===== config.mk =====
export PLATFORM = sky130hd
export DESIGN_NAME = reflet_uart_rx_fifo_flat
export DESIGN_NICKNAME = d
export VERILOG_FILES = /design/src/rtl/reflet_uart_rx_fifo_if.sv /design/src/rtl/reflet_uart_rx_fifo.sv /design/src/flat_wrapper.sv
export SDC_FILE = /design/constraint.sdc
export NUM_CORES = 1
export LEC_CHECK = 0
export CORE_ASPECT_RATIO = 0.6
export CORE_MARGIN = 4
export CORE_UTILIZATION = 45
export CTS_CLUSTER_DIAMETER = 120
export DETAILED_ROUTE_END_ITERATION = 12
export DONT_BUFFER_PORTS = 1
export SLEW_MARGIN = 40
export SYNTH_ARGS = -nofsm -noshare
export SYNTH_HDL_FRONTEND = slang
export SYNTH_SLANG_ARGS = --single-unit

===== constraint.sdc =====
create_clock -name clk -period 4.1 [get_ports clk]
set_clock_uncertainty 0.1 [all_clocks]
set_input_delay 0.82 -clock clk [delete_from_list [all_inputs] [get_ports clk]]
set_output_delay 0.82 -clock clk [all_outputs]
set_load 0.02 [all_outputs]

===== src/rtl/reflet_uart_rx_fifo_if.sv =====
// CPU-facing side of the UART receiver: pop/clear strobes in, FIFO head and
// status out. The CPU (or bench) holds the master end; the receiver the slave.
interface reflet_uart_rx_fifo_if #(
  parameter int depth_log2 = 3
);
  logic                  rd_en;
  logic                  clr_err;
  logic [7:0]            data_out;
  logic                  empty;
  logic                  full;
  logic [depth_log2:0]   count;
  logic                  overrun;
  logic                  frame_err;
  logic                  irq;
`ifdef REFLET_UART_RX_PARITY_EN
  logic                  parity_err;
`endif

  modport master (
    output rd_en, clr_err,
    input  data_out, empty, full, count, overrun, frame_err, irq
`ifdef REFLET_UART_RX_PARITY_EN
    , input parity_err
`endif
  );

  modport slave (
    input  rd_en, clr_err,
    output data_out, empty, full, count, overrun, frame_err, irq
`ifdef REFLET_UART_RX_PARITY_EN
    , output parity_err
`endif
  );
endinterface


===== src/rtl/reflet_uart_rx_fifo.sv =====
// UART 8N1 receiver feeding a first-word-fall-through byte FIFO.
// Optional even-parity frame (8E1) when REFLET_UART_RX_PARITY_EN is defined,
// which also adds the sticky parity_err flag.
module reflet_uart_rx_fifo #(
  parameter int clk_freq   = 1000000,
  parameter int baud_rate  = 9600,
  parameter int depth_log2 = 3
) (
  input  logic clk,
  input  logic reset,
  input  logic rx,
  reflet_uart_rx_fifo_if.slave bus
);

  localparam int bit_len = clk_freq / baud_rate;
  localparam int tw      = $clog2(bit_len);
  localparam int depth   = 2 ** depth_log2;

  typedef enum logic [2:0] {
    IDLE,
    START,
    DATA,
`ifdef REFLET_UART_RX_PARITY_EN
    PARITY,
`endif
    STOP
  } state_t;

  state_t              state;
  logic [tw-1:0]       timer;
  logic [2:0]          bit_cnt;
  logic [7:0]          shreg;
  logic [1:0]          sync_q;
  logic                rxs_q;
  logic                rxs;
  logic                fall;

  logic [7:0]          mem [depth];
  logic [depth_log2-1:0] wr_ptr, rd_ptr;
  logic [depth_log2:0]   count;
  logic                  empty, full;

  logic stop_tick, push_req, frame_evt, do_pop, do_push, ovf_evt;

  assign rxs  = sync_q[1];
  assign fall = rxs_q & ~rxs;

  // Two-flop synchroniser plus one delayed copy for falling-edge detection;
  // all preset to the idle-high line level.
  always_ff @(posedge clk or negedge reset) begin
    if (!reset) begin
      sync_q <= 2'b11;
      rxs_q  <= 1'b1;
    end else begin
      // NOTE: non-blocking so every flop samples the pre-edge value; blocking
      // here would collapse the synchroniser chain into a single stage.
      sync_q <= {sync_q[0], rx};
      rxs_q  <= sync_q[1];
    end
  end

`ifdef REFLET_UART_RX_PARITY_EN
  logic par_bad;
  logic parity_err;
  logic parity_evt;
  assign parity_evt = (state == PARITY) && (timer == '0) && (rxs ^ (^shreg));
  assign push_req   = stop_tick && rxs && !par_bad;
`else
  assign push_req   = stop_tick && rxs;
`endif

  // Frame sequencer: mid-bit sampling driven by a down-counting bit timer.
  always_ff @(posedge clk or negedge reset) begin
    if (!reset) begin
      state   <= IDLE;
      timer   <= '0;
      bit_cnt <= '0;
      shreg   <= '0;
`ifdef REFLET_UART_RX_PARITY_EN
      par_bad <= 1'b0;
`endif
    end else begin
      case (state)
        IDLE: begin
          if (fall) begin
            bit_cnt <= '0;
            timer   <= tw'(bit_len / 2 - 1);
            state   <= START;
          end
        end
        START: begin
          if (timer != '0) begin
            timer <= timer - 1'b1;
          end else if (!rxs) begin
            timer <= tw'(bit_len - 1);
            state <= DATA;
          end else begin
            state <= IDLE;
          end
        end
        DATA: begin
          if (timer != '0) begin
            timer <= timer - 1'b1;
          end else begin
            shreg   <= {rxs, shreg[7:1]};
            timer   <= tw'(bit_len - 1);
            bit_cnt <= bit_cnt + 1'b1;
            if (bit_cnt == 3'd7) begin
`ifdef REFLET_UART_RX_PARITY_EN
              state <= PARITY;
`else
              state <= STOP;
`endif
            end
          end
        end
`ifdef REFLET_UART_RX_PARITY_EN
        PARITY: begin
          if (timer != '0) begin
            timer <= timer - 1'b1;
          end else begin
            par_bad <= rxs ^ (^shreg);
            timer   <= tw'(bit_len - 1);
            state   <= STOP;
          end
        end
`endif
        STOP: begin
          if (timer != '0) timer <= timer - 1'b1;
          else             state <= IDLE;
        end
        default: state <= IDLE;
      endcase
    end
  end

  assign stop_tick = (state == STOP) && (timer == '0);
  assign frame_evt = stop_tick && !rxs;
  assign empty     = (count == '0);
  assign full      = (count == (depth_log2 + 1)'(depth));
  assign do_pop    = bus.rd_en && !empty;
  assign do_push   = push_req && (!full || do_pop);
  assign ovf_evt   = push_req && full && !do_pop;

  // Byte storage, written at the stop-bit sample.
  // NOTE: the array has no reset; stale contents are never visible because
  // data_out is forced to zero while the FIFO is empty.
  always_ff @(posedge clk) begin
    if (do_push) mem[wr_ptr] <= shreg;
  end

  // FIFO pointers, occupancy and sticky error flags; a new error beats clr_err.
  always_ff @(posedge clk or negedge reset) begin
    if (!reset) begin
      wr_ptr        <= '0;
      rd_ptr        <= '0;
      count         <= '0;
      bus.overrun   <= 1'b0;
      bus.frame_err <= 1'b0;
`ifdef REFLET_UART_RX_PARITY_EN
      parity_err    <= 1'b0;
`endif
    end else begin
      if (do_push) wr_ptr <= wr_ptr + 1'b1;
      if (do_pop)  rd_ptr <= rd_ptr + 1'b1;
      if (do_push && !do_pop)      count <= count + 1'b1;
      else if (do_pop && !do_push) count <= count - 1'b1;

      if (ovf_evt)          bus.overrun <= 1'b1;
      else if (bus.clr_err) bus.overrun <= 1'b0;

      if (frame_evt)        bus.frame_err <= 1'b1;
      else if (bus.clr_err) bus.frame_err <= 1'b0;
`ifdef REFLET_UART_RX_PARITY_EN
      if (parity_evt)       parity_err <= 1'b1;
      else if (bus.clr_err) parity_err <= 1'b0;
`endif
    end
  end

`ifdef REFLET_UART_RX_PARITY_EN
  assign bus.parity_err = parity_err;
`endif
  assign bus.data_out = empty ? 8'h00 : mem[rd_ptr];
  assign bus.empty    = empty;
  assign bus.full     = full;
  assign bus.count    = count;
  assign bus.irq      = !empty;

endmodule


===== src/flat_wrapper.sv =====
// flat-port wrapper written by rule: the top's interface ports become plain ports
module reflet_uart_rx_fifo_flat 
#(
  parameter int clk_freq   = 1000000,
  parameter int baud_rate  = 9600,
  parameter int depth_log2 = 3
)
  (clk, reset, rx, bus_rd_en, bus_clr_err, bus_data_out, bus_empty, bus_full, bus_count, bus_overrun, bus_frame_err, bus_irq);
  reflet_uart_rx_fifo_if #(.depth_log2(depth_log2)) bus_i ();
  input  logic clk;
  input  logic reset;
  input  logic rx;
  input wire logic [$bits(bus_i.rd_en)-1:0] bus_rd_en;
  input wire logic [$bits(bus_i.clr_err)-1:0] bus_clr_err;
  output wire logic [$bits(bus_i.data_out)-1:0] bus_data_out;
  output wire logic [$bits(bus_i.empty)-1:0] bus_empty;
  output wire logic [$bits(bus_i.full)-1:0] bus_full;
  output wire logic [$bits(bus_i.count)-1:0] bus_count;
  output wire logic [$bits(bus_i.overrun)-1:0] bus_overrun;
  output wire logic [$bits(bus_i.frame_err)-1:0] bus_frame_err;
  output wire logic [$bits(bus_i.irq)-1:0] bus_irq;
  assign bus_i.rd_en = bus_rd_en;
  assign bus_i.clr_err = bus_clr_err;
  assign bus_data_out = bus_i.data_out;
  assign bus_empty = bus_i.empty;
  assign bus_full = bus_i.full;
  assign bus_count = bus_i.count;
  assign bus_overrun = bus_i.overrun;
  assign bus_frame_err = bus_i.frame_err;
  assign bus_irq = bus_i.irq;
  reflet_uart_rx_fifo #(.clk_freq(clk_freq), .baud_rate(baud_rate), .depth_log2(depth_log2)) u_core (.clk(clk), .reset(reset), .rx(rx), .bus(bus_i));
endmodule

# Word-level counts from Yosys, hierarchy flattened
# Memories as Yosys holds them, arrays and structs flattened.
# Cells that the tools add are included.
[op_classes] n_addsub=6 n_mul=0 div=0 order_cmp=0 n_eq_ne=12 n_shift=0 n_mux=24 bitwise=3 reduce_logical=28
[ops] cell="$mux W7" n=5
[ops] cell="$pmux W7 S4" n=1
[ops] cell="$mux W3" n=7
[ops] cell="$pmux W3 S4" n=1
[ops] cell="$add A3 B1 Y3 const B" n=3
[ops] cell="$logic_and A1 B1 Y1" n=9
[ops] cell="$mux W4" n=2
[ops] cell="$mux W8" n=1
[ops] cell="$reduce_bool A2 Y1" n=4
[ops] cell="$logic_not A7 Y1" n=1
[ops] cell="$reduce_bool A7 Y1" n=1
[ops] cell="$sub A7 B1 Y7 const B" n=1
[ops] cell="$eq A3 B2 Y1 const B" n=2
[ops] cell="$ne A2 B1 Y1 const B" n=3
[ops] cell="$ne A2 B2 Y1 const B" n=3
[ops] cell="$pmux W3 S2" n=1
[ops] cell="$logic_not A1 Y1" n=5
[ops] cell="$mux W1" n=5
[ops] cell="$reduce_and A5 Y1" n=1
[ops] cell="$add A4 B1 Y4 const B" n=1
[ops] cell="$eq A4 B4 Y1 const B" n=1
[ops] cell="$logic_not A4 Y1" n=1
[ops] cell="$reduce_and A4 Y1" n=1
[ops] cell="$reduce_bool A4 Y1" n=1
[ops] cell="other kinds (11)" n=12
[totals] reg_bits=36 latch_bits=0 mem_bits_rw=64 romBits=0 input_bits=5 output_inout_bits=17 word_cells=85 memories=1
[memory_table] memory="u_core.mem" words=8 word_bits=8 rd=1 rd_clocked_by_memory_dff=0 write_ports=1 line_no="reflet_uart_rx_fifo.sv:38" source="logic [7:0] mem [depth];"

# Longest topological paths before layout
[logic_depth] depth_word=9 ltp_mapped=12

# Least setup slack after synthesis
# Ideal clock, no wire load.
[synth_path] path_type="register to register" from="register u_core.timer[0]" to="register u_core.count[3] (netlist: u_core.bus.count[3])" t_arrival_ns=2.891 slack_ns=0.973 path_stages_with_launch=12 synth_period_minus_slack_ns=3.127 path_cell_list="dfrtp_1 > inv_1 > ha_1 > or3b_1 > buf_6 > a2111oi_4 > ha_1 > inv_1 > ha_1 > a21o_1 > a2111oi_0 > o31ai_1"
[synth_via] elab_chain_len=7 elab_cells_between_ends=9 classes_between="mux: 1; reduce/logical: 8"
[synth_rtl] item="start: declaration" line_no="reflet_uart_rx_fifo.sv:30" source="logic [tw-1:0] timer;"
[synth_rtl] item="start signal: assignment" line_no="reflet_uart_rx_fifo.sv:87" source="timer <= tw'(bit_len / 2 - 1);"
[synth_rtl] item="start signal: assignment" line_no="reflet_uart_rx_fifo.sv:93" source="timer <= timer - 1'b1;"
[synth_rtl] item="start signal: assignment" line_no="reflet_uart_rx_fifo.sv:95" source="timer <= tw'(bit_len - 1);"
[synth_rtl] item="$logic_not A7 Y1 (*)" line_no="reflet_uart_rx_fifo.sv:137" source="assign stop_tick = (state == STOP) && (timer == '0);"
[synth_rtl] item="$logic_and A1 B1 Y1 (*)" line_no="reflet_uart_rx_fifo.sv:137"
[synth_rtl] item="$logic_and A1 B1 Y1 (*)" line_no="reflet_uart_rx_fifo.sv:69" source="assign push_req = stop_tick && rxs;"
[synth_rtl] item="$logic_and A1 B1 Y1 (*)" line_no="reflet_uart_rx_fifo.sv:142" source="assign do_push = push_req && (!full || do_pop);"
[synth_rtl] item="net u_core.do_push" line_no="reflet_uart_rx_fifo.sv:43" source="logic stop_tick, push_req, frame_evt, do_pop, do_push, ovf_evt;"
[synth_rtl] item="$logic_not A1 Y1" line_no="reflet_uart_rx_fifo.sv:167" source="else if (do_pop && !do_push) count <= count - 1'b1;"
[synth_rtl] item="$logic_and A1 B1 Y1" line_no="reflet_uart_rx_fifo.sv:167"
[synth_rtl] item="$reduce_bool A2 Y1 (no line)"
[synth_rtl] item="end signal: assignment" line_no="reflet_uart_rx_fifo.sv:166" source="if (do_push && !do_pop) count <= count + 1'b1;"
[synth_rtl] item="end signal: assignment" line_no="reflet_uart_rx_fifo.sv:167"
[synth_rtl] item="end: declaration" line_no="reflet_uart_rx_fifo.sv:40" source="logic [depth_log2:0] count;"
# The timed path passes the listed nets; every way through them passes the cells marked *.
# A chain may end at the register's enable or synchronous reset.

# Final worst setup path
# Same ends and word-level chain as after synthesis.

==> out/metrics.yaml <==
avgRoutedWirePerCell_um: 19.5
synthArstFlopShare_pct: 35.4
rr_worst_depth: 10
relSlewSlack_pct: 46.2
clock_sinks: 99
pin_count: 22
hold_class: "in2async"
status: "finished, final reports clean"
num_vias: 2461
first_pass_iters: 4
antenna_found_initial: 0
dieArea_mm2: 0.0116
cts_root_buf: "clkbuf_16"
grt_use_total_pct: 16.1
syn_area_mm2: 0.00445
start_util_pct: 47.4
startpoint_type: "flop"
ys_ff_latch: 99
synth_edf_count: 64
critical_path_class: "reg2reg"
timing.fmax_mhz: 287
wl_um: 8480
finalSetupTns_ns: 0
cp_data_arrival_time_ns: 3.60
yosysSeqAreaShare_pct: 62.9
fillers: 791
cts_resized: 0
n_antenna_cell: 0
grt_first_pass_wirelength_um: 13900
ant_nets: 0
cap_violations: 0
nets: 319
register_area_mm2: 0.00280
vias_per_cell: 5.66
clkSlewWorstSetupHoldPaths_ns: 0.07
dpl.hpwl_um: 6010
maxSlewViolCount: 0
postCtsHoldBufs: 0
clockBufferDepth: 2
crit_path_max_incr_delay_ns: 0.56
r2r_start: "u_core.timer[0]"
place_area_mm2: 0.00460
yosysWarnings: 0
rrSetupSlack_ns: 0.61
port_buffers: 0
avgSynthCellArea_um2: 15.1
hold_violations: 0
die_w_um: 136
grt_pass1_vias: 2446
drt_iter0_drc: 224
fin_area_mm2: 0.00490
cpMostUsedCell: "ha_1"
rsz0062_at_grt: "false"
synthesis.nets: 314
period_share_pct: 85.1
synth_cell_types: 54
cts_buffers: 9
worst_pin_slew_ns: 0.804
grt_max_degree: 36
multi_input_area_mm2: 0.00153
core-area_mm2: 0.00939
min_period_ns: 3.49
required_ns: 4.22
r2r-end: "u_core.bus.count[3]"
crit_fanout: 8
power.total_uw: 3220
clk_latency_ns: 0.34
cp_slowest_cell: "a2111oi_4"
overflow: 0
htree_levels: 3
dieHeight_um: 85.0
cp_cell_sequence: "inv_1 > ha_1 > or3b_1 > a2111oi_4 > ha_1 > inv_1 > ha_1 > a21o_1 > a2111oi_0 > o31ai_1"
end_kind: "flop"
remaining_drc_errors: 0
setup_violations: 0
cts_tree: "built"
yosys_most_used_dff: "edfxtp_1"
gp_congestion: 0.801
layout-drive-gt1-share_pct: 21.3
synthToLayoutAreaGrowth_pct: 10.1
row_count: 27
post_cts_buffers: 0
ir_drop_v: 0.000238
netlist_instances: 295
worst_hold_slack_ns: 0.0680
leakage_uw: 0.00178
power_density_mw_per_mm2: 658
==> worst max path at each step <==
stage	to	depth (start not counted)	slack (ns)	start
after global routing	u_core.bus.count[3]	10	0.37	u_core.timer[0]
after global placement	u_core.bus.count[3]	10	0.74	u_core.timer[0]
final	u_core.bus.count[3]	10	0.61	u_core.timer[0]
after CTS	u_core.bus.count[3]	10	0.61	u_core.timer[0]
after detailed placement	u_core.bus.count[3]	10	0.61	u_core.timer[0]
after floorplan	u_core.bus.count[3]	11	0.97	u_core.timer[0]
==> cells in the mapped netlist (all sizes together), types with 5 or more instances <==
cell / n / share of area (%)
a21oi: 8 / 0.90
a22o: 8 / 1.6
a31oi: 7 / 0.98
buf: 8 / 1.2
clkbuf: 6 / 0.51
dfrtp: 32 / 18
edfxtp: 64 / 43
ha: 13 / 3.7
inv: 10 / 0.84
mux2: 13 / 3.4
mux2i: 10 / 2.2
mux4: 16 / 8.1
nand2: 13 / 1.1
nand2b: 5 / 0.70
nand3: 5 / 0.56
nor2: 19 / 1.6
nor3: 9 / 1.0
o21ai: 8 / 0.90
xnor2: 5 / 0.98
==> worst max-delay path: cells and delay by family (launching register included) <==
family	cells	cell delay [ns]
flip-flops	1	0.43
AND/OR/NAND/NOR	1	0.51
adder cells (fa/ha/maj)	3	0.78
AO/OA/AOI/OAI	4	1.32
buffers and inverters	2	0.24
==> sequential cells by signal, indices dropped and copies added (netlist names) <==
name	count
u_core.wr_ptr	3
u_core.bit_cnt	3
u_core.bus.frame_err	1
u_core.rd_ptr	3
u_core.timer	7
u_core.bus.overrun	1
u_core.shreg	8
u_core.sync_q	2
u_core.mem	64
u_core.rxs_q	1
u_core.bus.count	4
u_core.state	2
==> power breakdown <==
group          switching (µW)  total [µW]  internal (µW)
Sequential                227        1370           1140
Clock                     377         836            459
Combinational             554        1020            463
Total                    1160        3220           2070
==> layer usage <==
layer	share of wire [%]	GRT usage (%)
met3	6.0	5.21
met4	1.1	4.21
met2	41	21.5
met1	51	25.1
met5	0	0
==> cell usage in the layout (no fill, tap or decap), drive strengths merged, types with 9 or more instances in the layout <==
cell type and count:
edfxtp 64, ha 13, inv 15, dfrtp 32, mux4 16, nor2 19, mux2 13, nor3 9
mux2i 10, clkbuf 10, nand2 13
==> metrics by stage <==
stage               worst slack (ns)  utilization [%]  cells
global route                   0.369             52.2    435
CTS                            0.609             52.2    435
detailed placement             0.611             48.9    419
finish                         0.611             52.2    435
floorplan                      0.973                -    295
global placement               0.742             48.9    419
==> cell type report <==
type | count | share of cell area (%)
clock buffer | 10 | 5.11
clock inverter | 6 | 1.05
inverter | 11 | 0.842
multi-input combinational | 171 | 31.2
sequential | 99 | 57.2
tap | 130 | 3.32
timing repair buffer | 8 | 1.23
==> logic make-up after synthesis <==
kind of cell / count (synthesis) / share of synthesized area (%)
AOI/OAI and AO/OA: 47 / 7.87
adders and majority gates: 14 / 4.10
muxes: 39 / 13.7
and+or+nand+nor: 65 / 7.53
xor gates and xnor gates: 6 / 1.18
DFF: 99 / 62.9
buffers and inverters: 25 / 2.67
(Power assumes the default switching activity.)
